$ cat src/rtl/conway_pkg.sv
// Shared types and defaults for the Conway 8x8 serial host and its target.
// Contents: default board/generation-counter widths, the target mode
// encoding, the host FSM state enum and a state-to-mode mapping helper.
package conway_pkg;

    localparam int unsigned DATA_SIZE_DEF = 64;
    localparam int unsigned GEN_WIDTH_DEF = 16;

    // Target mode pins; the target-side decoder uses the same encoding.
    typedef enum logic [1:0] {
        MODE_STOP   = 2'b00,
        MODE_LOAD   = 2'b01,
        MODE_RUN    = 2'b10,
        MODE_OUTPUT = 2'b11
    } mode_t;

    typedef enum logic [2:0] {
        ST_IDLE,
        ST_LOAD,
        ST_RUN,
        ST_UNLOAD,
        ST_DONE
    } host_state_t;

    // Mode the target must see while the host sits in a given state.
    function automatic mode_t state_mode(input host_state_t s);
        case (s)
            ST_LOAD:   return MODE_LOAD;
            ST_RUN:    return MODE_RUN;
            ST_UNLOAD: return MODE_OUTPUT;
            default:   return MODE_STOP;
        endcase
    endfunction

endpackage

$ cat src/rtl/serial_shifter.sv
// Parallel-load shift register usable as PISO (load, then shift out of the
// MSB) or SIPO (shift in at the LSB, read in parallel).
// Ports:
//   clk, rst_n        clock, async active-low reset
//   i_load, i_par     parallel load (has priority over shifting)
//   i_shift_en        shift left by one, i_ser_in enters at the LSB
//   o_ser_out         current MSB
//   o_par             full register contents
module serial_shifter #(
    parameter int unsigned WIDTH = 64
) (
    input  logic             clk,
    input  logic             rst_n,
    input  logic             i_load,
    input  logic [WIDTH-1:0] i_par,
    input  logic             i_shift_en,
    input  logic             i_ser_in,
    output logic             o_ser_out,
    output logic [WIDTH-1:0] o_par
);

    logic [WIDTH-1:0] r_data;

    always_ff @(posedge clk or negedge rst_n) begin
        if (!rst_n) begin
            r_data <= '0;
        end else if (i_load) begin
            r_data <= i_par;
        end else if (i_shift_en) begin
            r_data <= {r_data[WIDTH-2:0], i_ser_in};
        end
    end

    assign o_ser_out = r_data[WIDTH-1];
    assign o_par     = r_data;

endmodule

$ cat src/rtl/conway_serial_host.sv
// Host-side initiator for one conway_8x8_serial_v4 target: loads a board,
// runs gen_count generations and reads the resulting board back.
// Ports:
//   clk, reset            shared clock, async active-low reset
//   start                 job request, honoured only in IDLE
//   board_in, gen_count   job inputs, latched on an accepted start
//   busy, done            job in flight / one-cycle result-valid pulse
//   board_out             last captured board, held until the next done
//   tgt_mode              target mode pins (stop/load/run/output)
//   tgt_data_in           serial data to the target
//   tgt_data_out          serial data from the target (combinational MSB)
module conway_serial_host
    import conway_pkg::*;
#(
    parameter int unsigned DATA_SIZE = DATA_SIZE_DEF,
    parameter int unsigned GEN_WIDTH = GEN_WIDTH_DEF
) (
    input  logic                 clk,
    input  logic                 reset,
    input  logic                 start,
    input  logic [DATA_SIZE-1:0] board_in,
    input  logic [GEN_WIDTH-1:0] gen_count,
    output logic                 busy,
    output logic                 done,
    output logic [DATA_SIZE-1:0] board_out,
    output logic [1:0]           tgt_mode,
    output logic                 tgt_data_in,
    input  logic                 tgt_data_out
);

    localparam int unsigned CNT_W = $clog2(DATA_SIZE);

    host_state_t          r_state,   w_state_nxt;
    logic [CNT_W-1:0]     r_bit_cnt, w_bit_cnt_nxt;
    logic [GEN_WIDTH-1:0] r_gen_cnt, w_gen_cnt_nxt;
    mode_t                r_mode,    w_mode_nxt;
    logic                 r_data_in, w_data_in_nxt;
    logic                 r_busy,    w_busy_nxt;
    logic                 r_done,    w_done_nxt;
    logic [DATA_SIZE-1:0] r_board,   w_board_nxt;

    logic                 w_sh_load;
    logic                 w_sh_shift;
    logic                 w_ser_out;
    logic [DATA_SIZE-1:0] w_sh_par;
    logic [DATA_SIZE-1:0] w_sh_q;
    logic                 w_last_bit;

    // Bit 63 goes straight to tgt_data_in on accept, so the shifter is
    // preloaded one position ahead and its MSB is always the next bit to send.
    assign w_sh_par   = {board_in[DATA_SIZE-2:0], 1'b0};
    assign w_last_bit = (r_bit_cnt == CNT_W'(DATA_SIZE - 1));

    // Single shifter: sends during LOAD, captures tgt_data_out during UNLOAD.
    serial_shifter #(
        .WIDTH (DATA_SIZE)
    ) u_shifter (
        .clk        (clk),
        .rst_n      (reset),
        .i_load     (w_sh_load),
        .i_par      (w_sh_par),
        .i_shift_en (w_sh_shift),
        .i_ser_in   (tgt_data_out),
        .o_ser_out  (w_ser_out),
        .o_par      (w_sh_q)
    );

    // Next-state and next-output logic.
    always_comb begin
        w_state_nxt   = r_state;
        w_bit_cnt_nxt = r_bit_cnt;
        w_gen_cnt_nxt = r_gen_cnt;
        w_data_in_nxt = 1'b0;
        w_busy_nxt    = r_busy;
        w_done_nxt    = 1'b0;
        w_board_nxt   = r_board;
        w_sh_load     = 1'b0;
        w_sh_shift    = 1'b0;

        case (r_state)
            ST_IDLE: begin
                if (start) begin
                    w_state_nxt   = ST_LOAD;
                    w_sh_load     = 1'b1;
                    w_gen_cnt_nxt = gen_count;
                    w_bit_cnt_nxt = '0;
                    w_data_in_nxt = board_in[DATA_SIZE-1];
                    w_busy_nxt    = 1'b1;
                end
            end
            ST_LOAD: begin
                w_sh_shift = 1'b1;
                if (w_last_bit) begin
                    w_bit_cnt_nxt = '0;
                    w_state_nxt   = (r_gen_cnt != '0) ? ST_RUN : ST_UNLOAD;
                end else begin
                    w_bit_cnt_nxt = r_bit_cnt + CNT_W'(1);
                    w_data_in_nxt = w_ser_out;
                end
            end
            ST_RUN: begin
                w_gen_cnt_nxt = r_gen_cnt - GEN_WIDTH'(1);
                if (r_gen_cnt == GEN_WIDTH'(1)) begin
                    w_state_nxt = ST_UNLOAD;
                end
            end
            ST_UNLOAD: begin
                w_sh_shift = 1'b1;
                if (w_last_bit) begin
                    w_bit_cnt_nxt = '0;
                    w_state_nxt   = ST_DONE;
                end else begin
                    w_bit_cnt_nxt = r_bit_cnt + CNT_W'(1);
                end
            end
            ST_DONE: begin
                w_board_nxt = w_sh_q;
                w_done_nxt  = 1'b1;
                w_busy_nxt  = 1'b0;
                w_state_nxt = ST_IDLE;
            end
            default: begin
                w_state_nxt = ST_IDLE;
            end
        endcase

        // Mode follows the next state so the pins change on the same edge.
        w_mode_nxt = state_mode(w_state_nxt);
    end

    // State and output registers.
    always_ff @(posedge clk or negedge reset) begin
        if (!reset) begin
            r_state   <= ST_IDLE;
            r_bit_cnt <= '0;
            r_gen_cnt <= '0;
            r_mode    <= MODE_STOP;
            r_data_in <= 1'b0;
            r_busy    <= 1'b0;
            r_done    <= 1'b0;
            r_board   <= '0;
        end else begin
            r_state   <= w_state_nxt;
            r_bit_cnt <= w_bit_cnt_nxt;
            r_gen_cnt <= w_gen_cnt_nxt;
            r_mode    <= w_mode_nxt;
            r_data_in <= w_data_in_nxt;
            r_busy    <= w_busy_nxt;
            r_done    <= w_done_nxt;
            r_board   <= w_board_nxt;
        end
    end

    assign busy        = r_busy;
    assign done        = r_done;
    assign board_out   = r_board;
    assign tgt_mode    = r_mode;
    assign tgt_data_in = r_data_in;

endmodule

$ cat config.mk
export PLATFORM = sky130hd
export DESIGN_NAME = conway_serial_host
export DESIGN_NICKNAME = d
export VERILOG_FILES = /design/src/rtl/conway_pkg.sv /design/src/rtl/serial_shifter.sv /design/src/rtl/conway_serial_host.sv
export SDC_FILE = /design/constraint.sdc
export NUM_CORES = 1
export LEC_CHECK = 0
export ABC_AREA = 1
export BUFFER_PORTS_ARGS = -buffer_cell sky130_fd_sc_hd__buf_2
export CAP_MARGIN = 20
export CORE_MARGIN = 2
export CORE_UTILIZATION = 32
export DETAILED_ROUTE_END_ITERATION = 6
export PLACE_DENSITY_LB_ADDON = 0.3
export RECOVER_POWER = 25
export SYNTH_ARGS = -nofsm -noshare
export SYNTH_HDL_FRONTEND = slang
export SYNTH_SLANG_ARGS = --single-unit
export TNS_END_PERCENT = 10
$ cat constraint.sdc
create_clock -name clk -period 1.75 [get_ports clk]
set_clock_uncertainty 0.1 [all_clocks]
set_input_delay 0.35 -clock clk [delete_from_list [all_inputs] [get_ports clk]]
set_output_delay 0.35 -clock clk [all_outputs]
set_load 0.02 [all_outputs]
==> out/qor.csv, run 1 <==
metric;value;unit
outcome;completed;
FF-to-FF Start;r_state[0];
post-layout min period;1.61;ns
f_max;0.623;GHz
Starting DRT DRC Count;282;
Top Ports;153;
Detailed Place HPWL;11.6;mm
busiest grt layer;met2;
register bit count reported by yosys;158;
setup ws final;0.145;ns
fin crit share;0.917;
Area contributors post-synth;dfrtp_1 (57%), nand2_1 (11%), o221ai_2 (5.8%);
most common cell in the netlist;nand2_1;
die height;151;um
Leak Pwr;4.29;nW
total power;7.57;mW
grt met2 use;0.245;
Tot GR Track Use;0.152;
Syn Std Cell Area;0.00694;mm^2
Clock Sinks;158;
CTS Root Cell;clkbuf_16;
DR pass1 iterations;4;
final setup violation count;0;
Max-slew headroom;0.369;
Multi-input gate area;0.00245;mm^2
Ys Warns;0;
wire length per cell;14.3;um
Area Growth Syn to Fin;25.2;%
synthesized area per cell;9.42;um^2
PortBufs;152;
Final Hold Viols;0;
Cell Pwr Density;872;mW/mm^2
post-synth cell types;32;
CP Cell Sequence;buf_4 -> nor2_1 -> nand2_4 -> buf_12 -> o21ai_0;
Async SR Flop Fraction;1.00;
commonest cells in the netlist;nand2_1 (209), dfrtp_1 (158), inv_1 (87);
EDFF count, synth;0;
Synth area leader;dfrtp_1;
Initial Util;0.328;
syn_nets;825;
Crit. End Element;register;
Hold Startpoint;board_in[36];
CTS tree;built;
Pins Over Slew Limit;0;
initial antenna violation count;1;
CP arrival;1.82;ns
required time of the worst setup path;1.97;ns
H-tree levels;4;
ys flop type;dfrtp_1;
unrepaired setup endpoints after global routing;false;
via-per-instance ratio;4.65;
pin count of the biggest net entering global routing;130;
critical path peak fanout;129;
# rows;53;
clk_lat worst skew;0.42;ns
Register Area;0.00395;mm^2
first-pass GRT wire length;27.1;mm
Critical-path top delay cell;dfrtp_1;
fillers;2152;
Setup Fix Bufs, Post-CTS;0;
startpoint types;register;
Worst Hold Class;input pin to register;
Final Routed Wirelength;16.8;mm
Core ar.;0.0212;mm^2
met1 usage in global routing;0.203;
total CTS buffers;17;
RePlAce Congestion;0.807;
critical path type;register to register;
Reg clk slew, reported paths;0.07;ns
Inserted Diodes;0;
Crit path largest cell delay;0.39;ns
Worst-Margin Slew;0.947;ns
die width;151;um
vias;5468;
remaining global-route overflow;0;
MaxCap Viol Count;0;
cell count after synthesis;737;
share of the synthesized area in the top cell type;0.570;
CTS Buffer Depth;2;
ANT nets after route;0;
drt drc;0;
critical path launch point;r_state[0];
NumNets Final;977;
vias in the first global route;5250;
register area share after synthesis;0.570;
peak supply drop;0.589;mV
grt met3 use;0.0383;
DIE AREA;0.0229;mm^2
Post-Place Worst Slack;-0.0813;ns
layout cell share with drive strength beyond 1;0.269;
==> stage by stage <==
step | TNS (ns) | cells | hold WS, ns | cell area (um^2) | utilization
2_1_floorplan | 0 | 737 | -0.0456 | 6940 | -
3_3_place_gp | -0.191 | 1144 | 0.174 | 8110 | 0.383
3_5_place_dp | -0.312 | 1144 | 0.171 | 8110 | 0.383
4_1_cts | 0 | 1177 | 0.0163 | 8700 | 0.411
5_1_grt | 0 | 1177 | 0.0306 | 8690 | 0.411
6_report | 0 | 1177 | 0.0424 | 8690 | 0.411
==> placed cells by master, fill, tap and decap left out, types with 2 or more instances in the layout <==
cell and count:
a21oi_1 6, buf_12 8, buf_2 151, buf_4 10, clkbuf_16 17, clkinv_4 2, dfrtp_1 158, ha_1 4
inv_1 87, inv_2 3, inv_6 6, inv_8 3, nand2_1 207, nand2_4 3, nand3_1 33, nor2_1 37
nor2_2 2, nor3_1 5, o211ai_1 5, o21ai_0 68, o21ai_1 3, o221ai_1 35, o221ai_2 27, o22ai_1 2
==> registers in the layout (all words and copies together), names as in the netlist <==
signal and count:
busy 1, r_state 3, tgt_mode 2, done 1, r_bit_cnt 6, r_gen_cnt 16
board_out 64, u_shifter.o_par 64, tgt_data_in 1
==> logic make-up after synthesis <==
group / synth area share
XOR/XNOR: 0.00126
adder cells (fa/ha/maj): 0.00721
multiplexers: 0.00144
buffers and inverters: 0.0804
AO/OA/AOI/OAI: 0.172
flip-flops: 0.570
AND/OR/NAND/NOR: 0.169
==> power by group <==
group          internal, mW  leakage, nW  switching (mW)
Clock                  2.02        0.282            1.61
Sequential             3.69         1.92         0.00844
Combinational         0.103         2.09           0.143
Total                  5.81         4.29            1.77
==> metal layers <==
layer / vias up / routed length [um]
met5: - / 0
met4: 0 / 181
met3: 13 / 799
met2: 116 / 8000
met1: 2583 / 7860
li1: 2756 / -
==> final cells by class <==
cell class,count,area share
tap,275,0.0396
timing repair buffer,173,0.118
multi-input combinational,449,0.282
inverter,90,0.0389
sequential,158,0.455
clock inverter,14,0.0168
clock buffer,18,0.0494
==> worst max-delay path: cells and delay by family, from the launching register on <==
family / cells / cell delay, ns
buffers and inverters: 2 / 0.35
flip-flops: 1 / 0.39
AND/OR/NAND/NOR: 2 / 0.25
AO/OA/AOI/OAI: 1 / 0.28
==> path summary, 6_finish.rpt <==
kind                                       end  slack [ns]  cells after the start
setup / recovery                 board_out[11]        0.14                      5
hold / removal             u_shifter.o_par[37]        0.04                      3
setup reg to reg                 board_out[11]        0.14                      5
hold reg to reg                   board_out[4]        0.38                      2
max in group asynchronous         board_out[6]        0.21                      3
min in group asynchronous        board_out[57]        0.50                      2
==> repair_timing <==
| action | CTS | global route |
|---|---|---|
| endpoints found under the setup margin | 4 | 2 |
| gates resized for setup | 1 | 1 |
| hold buffers | 1 | 0 |
| hold endpoints to repair | 30 | 0 |
| gates cloned | 0 | 0 |
Note: power is estimated with default switching activity, not from simulation.
==> run 2: changes to the inputs <==
--- a/config.mk
+++ b/config.mk
@@ -8,7 +8,6 @@
 export ABC_AREA = 1
 export BUFFER_PORTS_ARGS = -buffer_cell sky130_fd_sc_hd__buf_2
 export CAP_MARGIN = 20
-export CORE_MARGIN = 2
 export CORE_UTILIZATION = 32
 export DETAILED_ROUTE_END_ITERATION = 6
 export PLACE_DENSITY_LB_ADDON = 0.3
==> constraint.sdc (replaced) <==
create_clock -name clk -period 1.74 [get_ports clk]
set_clock_uncertainty 0.1 [all_clocks]
set_input_delay 0.348 -clock clk [delete_from_list [all_inputs] [get_ports clk]]
set_output_delay 0.348 -clock clk [all_outputs]
set_load 0.02 [all_outputs]
==> out/qor.csv, run 2 (same netlist as run 1, synthesis figures left out) <==
metric;value;unit;change
Crit path largest cell delay;0.39;ns;about the same
PortBufs;152;;unchanged
Crit. End Element;register;;
initial antenna violation count;0;;-1
sequential power share;0.480;;-0.008
die width;149;um;-1.3%
reg2reg path depth;7;;+2
critical path peak fanout;26;;-80%
setup_tns;0;ns;unchanged
DIE AREA;0.0223;mm^2;-2.6%
commonest non-fill, non-tap cell in the layout;nand2_1;;
via-per-instance ratio;4.65;;+0.14%
Final Hold Viols;0;;unchanged
critical path type;register to register;;
Core ar.;0.0212;mm^2;unchanged
post-layout min period;1.60;ns;-0.00102 ns
CTS Buffer Depth;2;;unchanged
CP Cell Sequence;nor2_2 -> nand3_2 -> buf_4 -> nand2_4 -> buf_12 -> nand3_1 -> a22oi_2;;
ANT nets after route;0;;unchanged
DR pass1 iterations;4;;unchanged
wire length per cell;14.3;um;-0.31%
CTS Root Cell;clkbuf_16;;
Leak Pwr;4.32;nW;+0.69%
Detailed Place HPWL;11.9;mm;+3.0%
worst setup path endpoint;r_bit_cnt[5];;
CP top delay family;simple AND/OR/NAND/NOR gates;;
Top Ports;153;;unchanged
Max-slew headroom;0.618;;+0.250
drt drc;0;;unchanged
FF-to-FF Start;r_state[0];;
Clock Power Share;0.487;;+0.008
fin crit share;0.922;;+0.00469
Critical path buffers and inverters;2;;unchanged
Critical-path top delay cell;dfrtp_1;;
CTS tree;built;;
Tot GR Track Use;0.158;;+0.00505
final setup violation count;0;;unchanged
RR Endpoint;r_bit_cnt[5];;
vias in the first global route;5333;;+1.6%
Clock Sinks;158;;unchanged
remaining global-route overflow;0;;unchanged
first-pass GRT wire length;27.1;mm;about the same
commonest non-fill, non-tap cells in the layout;nand2_1 (207), dfrtp_1 (158), buf_2 (151);;
MaxCap Viol Count;0;;unchanged
startpoint types;register;;
required time of the worst setup path;1.97;ns;about the same
outcome;completed;;
Logic pwr share;0.033;;about the same
total power;7.75;mW;+2.3%
# rows;53;;unchanged
critical path launch point;r_state[0];;
die height;149;um;-1.3%
NumNets Final;986;;+0.92%
Min Hold Slack;0.0377;ns;-0.00471 ns
WP depth;7;;+2
layout cell share with drive strength beyond 1;0.277;;+0.00722
CP arrival;1.84;ns;+0.02 ns
Worst-Margin Slew;0.572;ns;-0.375 ns
Initial Util;0.328;;unchanged
Reg clk slew, reported paths;0.07;ns;about the same
peak supply drop;0.501;mV;-15%
sw frac;0.226;;-0.00699
clk_lat worst skew;0.42;ns;about the same
unrepaired setup endpoints after global routing;false;;
Final Routed Wirelength;16.9;mm;+0.53%
Starting DRT DRC Count;184;;-35%
pin count of the biggest net entering global routing;80;;-38%
total CTS buffers;17;;unchanged
Pins Over Slew Limit;0;;unchanged
RePlAce Congestion;0.836;;+3.6%
Cell Pwr Density;887;mW/mm^2;+1.7%
Pint;5.99;mW;+3.2%
register-to-register setup slack;0.14;ns;about the same
Worst Hold Class;input pin to register;;
H-tree levels;4;;unchanged
vias;5522;;+0.99%
Area Growth Syn to Fin;25.8;%;
Psw;1.75;mW;-0.78%
f_max;0.623;GHz;about the same
run 2: what timing repair did:
action / CTS / global route
hold buffers: 1 / 0
setup endpoints to repair: 4 / 5
buffers inserted: 0 / 0
resized for setup: 1 / 2
endpoints found under the hold margin: 35 / 0
run 2: routing by layer:
layer,wire (um),GRT usage,vias up
met4,208,0.0531,0
met2,8280,0.258,117
met1,7760,0.204,2612
met3,679,0.0370,15
li1,-,-,2778
met5,0,0,-
run 2: how the worst min path moves through the flow:
stage	endpoint	startpoint	cells after the start
floorplan	board_out[0]	reset	0
global placement	board_out[43]	reset	1
detailed placement	board_out[44]	reset	1
CTS	r_gen_cnt[7]	gen_count[7]	3
global route	u_shifter.o_par[44]	board_in[43]	3
finish	u_shifter.o_par[14]	board_in[13]	3
run 2: per-stage QoR:
step	util	instances	setup slack, ns	instance area [um^2]
floorplan	-	737	0.197	6940
global placement	0.386	1153	-0.0961	8170
detailed placement	0.386	1153	-0.0924	8170
CTS	0.415	1186	0.106	8770
global route	0.413	1186	0.0132	8730
finish	0.413	1187	0.136	8740
run 2: layout make-up:
cell class | instances | area, um^2
fill | 2125 | 12400
sequential | 158 | 3950
clock inverter | 14 | 156
multi-input combinational | 449 | 2450
tap | 275 | 344
timing repair buffer | 182 | 1050
clock buffer | 18 | 439
antenna | 1 | 2.50
inverter | 90 | 338
run 2: tightest hold or removal path: stages:
cell and delay (ns):
buf_2 0.07, nand2_1 0.04, o221ai_1 0.05
run 2: power groups by stage:
stage | combinational (mW) | sequential [mW] | clock [mW]
floorplan | 0.0498 | 3.79 | 0
CTS | 0.278 | 3.72 | 3.87
global route | 0.287 | 3.72 | 4.04
global placement | 0.275 | 3.78 | 0
finish | 0.253 | 3.72 | 3.78
detailed placement | 0.276 | 3.79 | 0
